## config.mk

```make
export PLATFORM = sky130hd
export DESIGN_NAME = sd_cmd_tx
export DESIGN_NICKNAME = d
export VERILOG_FILES = /design/src/rtl/sd_cmd_pkg.sv /design/src/rtl/sd_crc7.sv /design/src/rtl/sd_cmd_tx.sv
export SDC_FILE = /design/constraint.sdc
export NUM_CORES = 1
export LEC_CHECK = 0
export ABC_AREA = 1
export CORE_MARGIN = 2
export CORE_UTILIZATION = 47
export CTS_CLUSTER_SIZE = 28
export DETAILED_ROUTE_END_ITERATION = 8
export HOLD_SLACK_MARGIN = 0.08
export PLACE_DENSITY = 0.82
export SYNTH_ARGS = -nofsm -noshare
export SYNTH_HDL_FRONTEND = slang
export SYNTH_SLANG_ARGS = --single-unit
```

## constraint.sdc

```tcl
create_clock -name clk -period 5 [get_ports clk]
set_input_delay 1.25 -clock clk [delete_from_list [all_inputs] [get_ports clk]]
set_output_delay 1.25 -clock clk [all_outputs]
set_load 0.02 [all_outputs]
```

## src/rtl/sd_cmd_pkg.sv

```systemverilog
// Shared definitions for the SD host command-line transmitter.
// Holds the serializer state type, frame-length constants and the CRC7
// polynomial with a one-bit CRC update helper.
package sd_cmd_pkg;

    typedef enum logic {
        IDLE  = 1'b0,
        SHIFT = 1'b1
    } state_t;

    // x^7 + x^3 + 1 with the implicit x^7 term dropped
    localparam logic [6:0] CRC7_POLY = 7'h09;

    localparam int SD_CMD_FRAME_W = 48;
    localparam int SD_CMD_LONG_W  = 136;

    // Advance a CRC7 register by one message bit (MSB-first, no reflection)
    function automatic logic [6:0] crc7_step(input logic [6:0] crc, input logic din);
        logic fb;
        fb = din ^ crc[6];
        return {crc[5:0], 1'b0} ^ (fb ? CRC7_POLY : 7'h00);
    endfunction

endpackage

```

## src/rtl/sd_crc7.sv

```systemverilog
// Serial CRC7 accumulator for SD command frames.
// Clear has priority over the bit enable; the result is the registered
// remainder after every enabled bit seen since the last clear.
module sd_crc7
    import sd_cmd_pkg::*;
(
    input  logic       clk,
    input  logic       reset,
    input  logic       i_clear,
    input  logic       i_en,
    input  logic       i_bit,
    output logic [6:0] o_crc
);

    logic [6:0] r_crc;

    // Restart from zero on clear, otherwise fold in one bit per enabled cycle
    always_ff @(posedge clk or posedge reset) begin
        if (reset) begin
            r_crc <= 7'h00;
        end else if (i_clear) begin
            r_crc <= 7'h00;
        end else if (i_en) begin
            r_crc <= crc7_step(r_crc, i_bit);
        end
    end

    assign o_crc = r_crc;

endmodule

```

## src/rtl/sd_cmd_tx.sv

```systemverilog
// SD CMD-line serializer: takes a parallel frame on a valid/ready handshake
// and shifts it out one bit per clock with a pad output-enable.
// Optional feature macro SD_CMD_TX_CRC7_EN: the seven bits before the last
// are replaced by CRC7 over the preceding bits and the last bit is forced
// to 1, so the caller's low byte is ignored (MSB-first only).
module sd_cmd_tx
    import sd_cmd_pkg::*;
#(
    parameter int WIDTH      = SD_CMD_FRAME_W,
    parameter bit MSB_FIRST  = 1'b1,
    parameter bit IDLE_LEVEL = 1'b1
)
(
    input  logic             clk,
    input  logic             reset,
    input  logic [WIDTH-1:0] in,
    input  logic             in_valid,
    output logic             in_ready,
    output logic             out,
    output logic             out_en,
    output logic             busy,
    output logic             done
);

    localparam int             CW   = $clog2(WIDTH + 1);
    localparam logic [CW-1:0]  LAST = CW'(WIDTH - 1);

    state_t           r_state;
    logic [WIDTH-1:0] r_shiftReg;
    logic [CW-1:0]    r_bitCnt;
    logic             r_out;
    logic             r_outEn;
    logic             r_done;

    logic [WIDTH-1:0] w_loadFrame;
    logic [WIDTH-1:0] w_loadShift;
    logic             w_firstBit;
    logic [WIDTH-1:0] w_nextShift;
    logic             w_nextOut;

`ifdef SD_CMD_TX_CRC7_EN
    logic [6:0] w_crc;
    logic [6:0] w_crcFinal;
    logic       w_crcClear;
    logic       w_crcEn;

    if (!MSB_FIRST) begin : g_badCfg
        $error("sd_cmd_tx: CRC7 insertion requires MSB_FIRST=1");
    end

    assign w_crcClear  = (r_state == IDLE) && in_valid;
    assign w_crcEn     = (r_state == SHIFT) && (r_bitCnt < CW'(WIDTH - 8));
    assign w_crcFinal  = crc7_step(w_crc, r_out);
    assign w_loadFrame = (in & ~WIDTH'(8'hFF)) | WIDTH'(1);

    sd_crc7 u_crc7 (
        .clk     (clk),
        .reset   (reset),
        .i_clear (w_crcClear),
        .i_en    (w_crcEn),
        .i_bit   (r_out),
        .o_crc   (w_crc)
    );
`else
    assign w_loadFrame = in;
`endif

    assign w_firstBit  = MSB_FIRST ? w_loadFrame[WIDTH-1] : w_loadFrame[0];
    assign w_loadShift = MSB_FIRST ? (w_loadFrame << 1) : (w_loadFrame >> 1);

    // Pick the next bit to present and the shifted register; with CRC enabled
    // the CRC bits and end bit are spliced in just before the CRC field starts
    always_comb begin
        w_nextOut   = MSB_FIRST ? r_shiftReg[WIDTH-1] : r_shiftReg[0];
        w_nextShift = MSB_FIRST ? (r_shiftReg << 1) : (r_shiftReg >> 1);
`ifdef SD_CMD_TX_CRC7_EN
        if ((WIDTH > 8) && (r_bitCnt == CW'(WIDTH - 9))) begin
            w_nextOut   = w_crcFinal[6];
            w_nextShift = {w_crcFinal[5:0], 1'b1, {(WIDTH-7){1'b0}}};
        end
`endif
    end

    // Frame sequencer: load on handshake, emit one bit per cycle, pulse done
    always_ff @(posedge clk or posedge reset) begin
        if (reset) begin
            r_state    <= IDLE;
            r_shiftReg <= '0;
            r_bitCnt   <= '0;
            r_out      <= IDLE_LEVEL;
            r_outEn    <= 1'b0;
            r_done     <= 1'b0;
        end else begin
            r_done <= 1'b0;
            case (r_state)
                IDLE: begin
                    if (in_valid) begin
                        r_state    <= SHIFT;
                        r_shiftReg <= w_loadShift;
                        r_bitCnt   <= '0;
                        r_out      <= w_firstBit;
                        r_outEn    <= 1'b1;
                    end
                end
                SHIFT: begin
                    if (r_bitCnt == LAST) begin
                        r_state    <= IDLE;
                        r_shiftReg <= '0;
                        r_out      <= IDLE_LEVEL;
                        r_outEn    <= 1'b0;
                        r_done     <= 1'b1;
                    end else begin
                        r_bitCnt   <= r_bitCnt + CW'(1);
                        r_shiftReg <= w_nextShift;
                        r_out      <= w_nextOut;
                    end
                end
                default: r_state <= IDLE;
            endcase
        end
    end

    assign in_ready = (r_state == IDLE);
    assign busy     = (r_state == SHIFT);
    assign out      = r_out;
    assign out_en   = r_outEn;
    assign done     = r_done;

endmodule

```

# --- After elaboration in Yosys (flattened, before gate mapping) ---
# Cells that the tools add are included.
op_classes:
  n_addsub: 1
  eq_ne: 4
  n_mux: 17
  bitwise_logic: 1
  n_reduce_logical: 2
op_table:
  columns: ["op", "n"]
  rows:
  - ["$mux 48", 2]
  - ["$pmux 48 s2", 1]
  - ["$mux 6", 2]
  - ["$pmux 6 s2", 1]
  - ["$mux 1", 8]
  - ["$add 6x1->6 const B", 1]
  - ["$eq 6x6->1 const B", 1]
  - ["$pmux 1 s2", 3]
  - ["$ne 2x2->1 const B", 2]
  - ["$reduce_and 2->1", 2]
  - ["$ne 2x1->1 const B", 1]
  - ["$not 1->1", 1]
word_totals:
  reg_bits: 58
  input_bits: 51
  out_inout_bits: 5
  wordCells: 31

# --- Logic depth before layout (Yosys ltp) ---
depth:
  ltp_word: 3
  mapped_depth: 8
  ltp_nobuf: 8

# --- Worst setup path before layout ---
# No wires, ideal clock.
synth_path:
  path_type: "register to output"
  from: "register r_state (netlist: busy)"
  to: "output in_ready"
  t_arrival_ns: 0.877
  required_time_ns: 3.750
  path_slack_ns: 2.873
  stages_incl_launch_ff: 3
  path_cell_list: "dfrtp_1 -> inv_2 -> buf_2"
synth_via:
  elab_chain_cells: 1
synth_rtl:
  columns: ["item", "line_no", "source"]
  rows:
  - ["start: declaration", "sd_cmd_tx.sv:28", "state_t r_state;"]
  - ["start signal: assignment", "sd_cmd_tx.sv:87", "r_state <= IDLE;"]
  - ["start signal: assignment", "sd_cmd_tx.sv:98", "r_state <= SHIFT;"]
  - ["start signal: assignment", "sd_cmd_tx.sv:107", "r_state <= IDLE;"]
  - ["$not 1->1", null, null]
  - ["end: declaration", "sd_cmd_tx.sv:18", "output logic in_ready,"]
# No other way between the ends.

# --- Worst setup path after layout ---
# Ends and elaborated chain as after synthesis.

==> flow_summary.json <==
{
  "crit_path_end_kind": "output pin",
  "fin_tns_setup_ns": 0,
  "crit_chain": "inv_2, clkdlybuf4s50_1",
  "final_util_pct": 61.11,
  "grt_pass1_vias": 2199,
  "ys_warn_count": 0,
  "cpPeakStageDelay_ns": 0.74,
  "slew_viol_final": 0,
  "cts_sinks": 57,
  "grt_pass1_wl_mm": 9.811,
  "vias": 2278,
  "setup_viol": 0,
  "routed_via_density": 5.213,
  "hpwl_mm": 3.578,
  "period_minus_slack_ns": 3.354,
  "die_w_um": 78.98,
  "crit_type": "register to output pin",
  "worst_pin_slew_ns": 1.138,
  "drt_iter0_markers": 149,
  "drt-total-wl_mm": 5.778,
  "track_usage_pct": 20.45,
  "rsz0062_at_grt": "false",
  "vdd_ir_drop_max_uv": 160.5,
  "critPathTopFamily": "buffers and inverters",
  "synth-seq-cells": 57,
  "critPathArrivalTime_ns": 2.10,
  "ys_seq_area_share_pct": 54.02,
  "finalHoldViolCount": 0,
  "yosysTopAreaCell": "dfrtp_1",
  "rr_endpoint": "r_shiftReg[8]",
  "grt_max_degree": 58,
  "path_max_fanout": 52,
  "syn-cell-area_mm2": 0.002643,
  "fmax_mhz": 298.2,
  "rrSetupSlack_ns": 2.80,
  "die_h_um": 78.98,
  "post_cts_buffers": 0,
  "initial_core_util_pct": 48.29,
  "fin_ws_ns": 1.646,
  "dr.pass1.iters": 4,
  "grt-ovfl-total": 0,
  "cp.depth": 2,
  "crit_buf_inv": 2,
  "htreeDepth": 3,
  "worst_ep_required_time_ns": 3.75,
  "num-nets-final": 415,
  "hold_buffers": 0,
  "power_density_mw_per_mm2": 270.2,
  "clock_latency_ns": 0.33,
  "endpoint": "in_ready",
  "synth_area_per_cell_um2": 8.416,
  "cap_violations": 0,
  "slew_headroom_pct": 24.05,
  "post_cts_resize_count": 0,
  "syn_inst": 314,
  "hold_class": "register to register",
  "synth_area_leaders": "dfrtp_1 53%, o21ai_0 9.3%, nand2_1 8.7%, nor2_1 7.8%, a21oi_1 7.2%",
  "area_growth_pct": 26.56,
  "routabilityCongestion": 0.8556,
  "layout-drive-gt1-share_pct": 8.219,
  "io_pins": 56,
  "n_antenna_cell": 0,
  "cp_slowest_cell": "clkdlybuf4s50_1",
  "ant_nets": 0,
  "antenna_found_initial": 0,
  "tritoncts": "done",
  "r2r.worst_path.cells": 4,
  "port_buffers": 55,
  "dieArea_mm2": 0.006238,
  "core_area_mm2": 0.005473,
  "drc": 0,
  "synth_top_area_share_pct": 53.03,
  "clk_path_buf_depth": 2,
  "syn_nets": 366,
  "clk_pin_slew_ns": 0.06,
  "numCtsBuffers": 9,
  "skew_ns": 0.009237,
  "core.rowCount": 27,
  "wl_per_cell_um": 13.22,
  "crit_start": "busy",
  "period_share_pct": 67.08,
  "r2r-start": "busy",
  "start_kind": "register",
  "synth.distinct_cells": 21,
  "post-place-ws_ns": 1.905,
  "status": "completed",
  "clock-root-buffer": "clkbuf_8",
  "power.leakage_nw": 1.593
}
[cells in the final DEF, fill, tap and decap left out]
master / netlist / routed
dfstp_2: 1 / 1
a22o_1: 1 / 1
clkbuf_1: 8 / 3
o21ai_1: 1 / 1
inv_2: 2 / 3
dfrtp_1: 56 / 56
nor2_4: 1 / 1
a21oi_2: 10 / 10
nand2_2: 2 / 2
clkdlybuf4s50_1: 0 / 55
clkbuf_8: 0 / 9
buf_4: 0 / 1
inv_1: 7 / 6
o21ai_0: 49 / 49
nand3_1: 6 / 6
nor2_2: 1 / 1
or2_2: 1 / 1
bufinv_16: 0 / 1
ha_1: 1 / 1
nand2_1: 61 / 61
nand4_1: 3 / 3
a21oi_1: 38 / 38
nor2_1: 55 / 55
[worst reg2reg max path, delay by kind of cell, from the launching register on]
kind / cells / cell delay [ns]
and+or+nand+nor: 2 / 1.13
DFF: 1 / 0.47
buffers and inverters: 1 / 0.34
AOI/OAI and AO/OA: 1 / 0.18
[worst min-delay path by stage]
stage                        startpoint            end  slack [ns]  cells after the start
after global routing                out            out        0.52                      2
after detailed placement            out            out        0.48                      2
final                               out            out        0.49                      2
after global placement              out            out        0.48                      2
after floorplan           r_shiftReg[1]  r_shiftReg[1]        0.48                      1
after CTS                           out            out        0.49                      2
[sequential cells by signal (all words and copies together) (netlist names)]
signal and flops:
r_shiftReg 47, r_bitCnt 6, busy 1, done 1, out 1, out_en 1
[report_power, final]
group	total (mW)	switching (mW)	internal, mW
Sequential	0.461	0	0.461
Combinational	0.0534	0.0191	0.0343
Clock	0.389	0.166	0.222
[synth_stat cells (all sizes together)]
| cell type | number |
|---|---|
| a21oi | 48 |
| buf | 10 |
| nand3 | 6 |
| o21ai | 50 |
| ha | 1 |
| or2 | 1 |
| dfstp | 1 |
| nand4 | 3 |
| inv | 9 |
| dfrtp | 56 |
| clkbuf | 8 |
| nor2 | 57 |
| nand2 | 63 |
| a22o | 1 |
[per-stage QoR]
stage | total power, mW | instances | hold WS [ns] | cell area (um2)
after detailed placement | 0.5238 | 424 | 0.4841 | 3179
after global placement | 0.5249 | 424 | 0.4755 | 3179
after CTS | 0.9074 | 437 | 0.4934 | 3344
final | 0.9035 | 437 | 0.4914 | 3344
after floorplan | 0.4802 | 314 | 0.4794 | 2643
after global routing | 0.9321 | 437 | 0.5190 | 3344
[layout make-up]
cell class                      instances  area [um2]
Clock inverter                          1       30.03
Multi-Input combinational cell        230        1070
Tap cell                               72       90.09
Inverter                                9       33.78
Clock buffer                           12       135.1
Timing Repair Buffer                   56       558.0
Sequential cell                        57        1428
Fill cell                             481        2128
[kinds of logic after synthesis]
logic type	synth area share (%)
and+or+nand+nor	19.70
adders and majority gates	0.4734
AOI/OAI and AO/OA	20.31
DFF	54.02
buffers and inverters	5.492
[routing by layer]
metal | share of wire (%) | track usage, % | up-vias
li1 | - | - | 1133
met1 | 43 | 25.15 | 1076
met2 | 50 | 33.39 | 57
met3 | 5.1 | 5.795 | 12
met4 | 1.9 | 9.483 | 0
met5 | 0 | 0 | -
No activity file was read; power rests on OpenSTA's default activity.
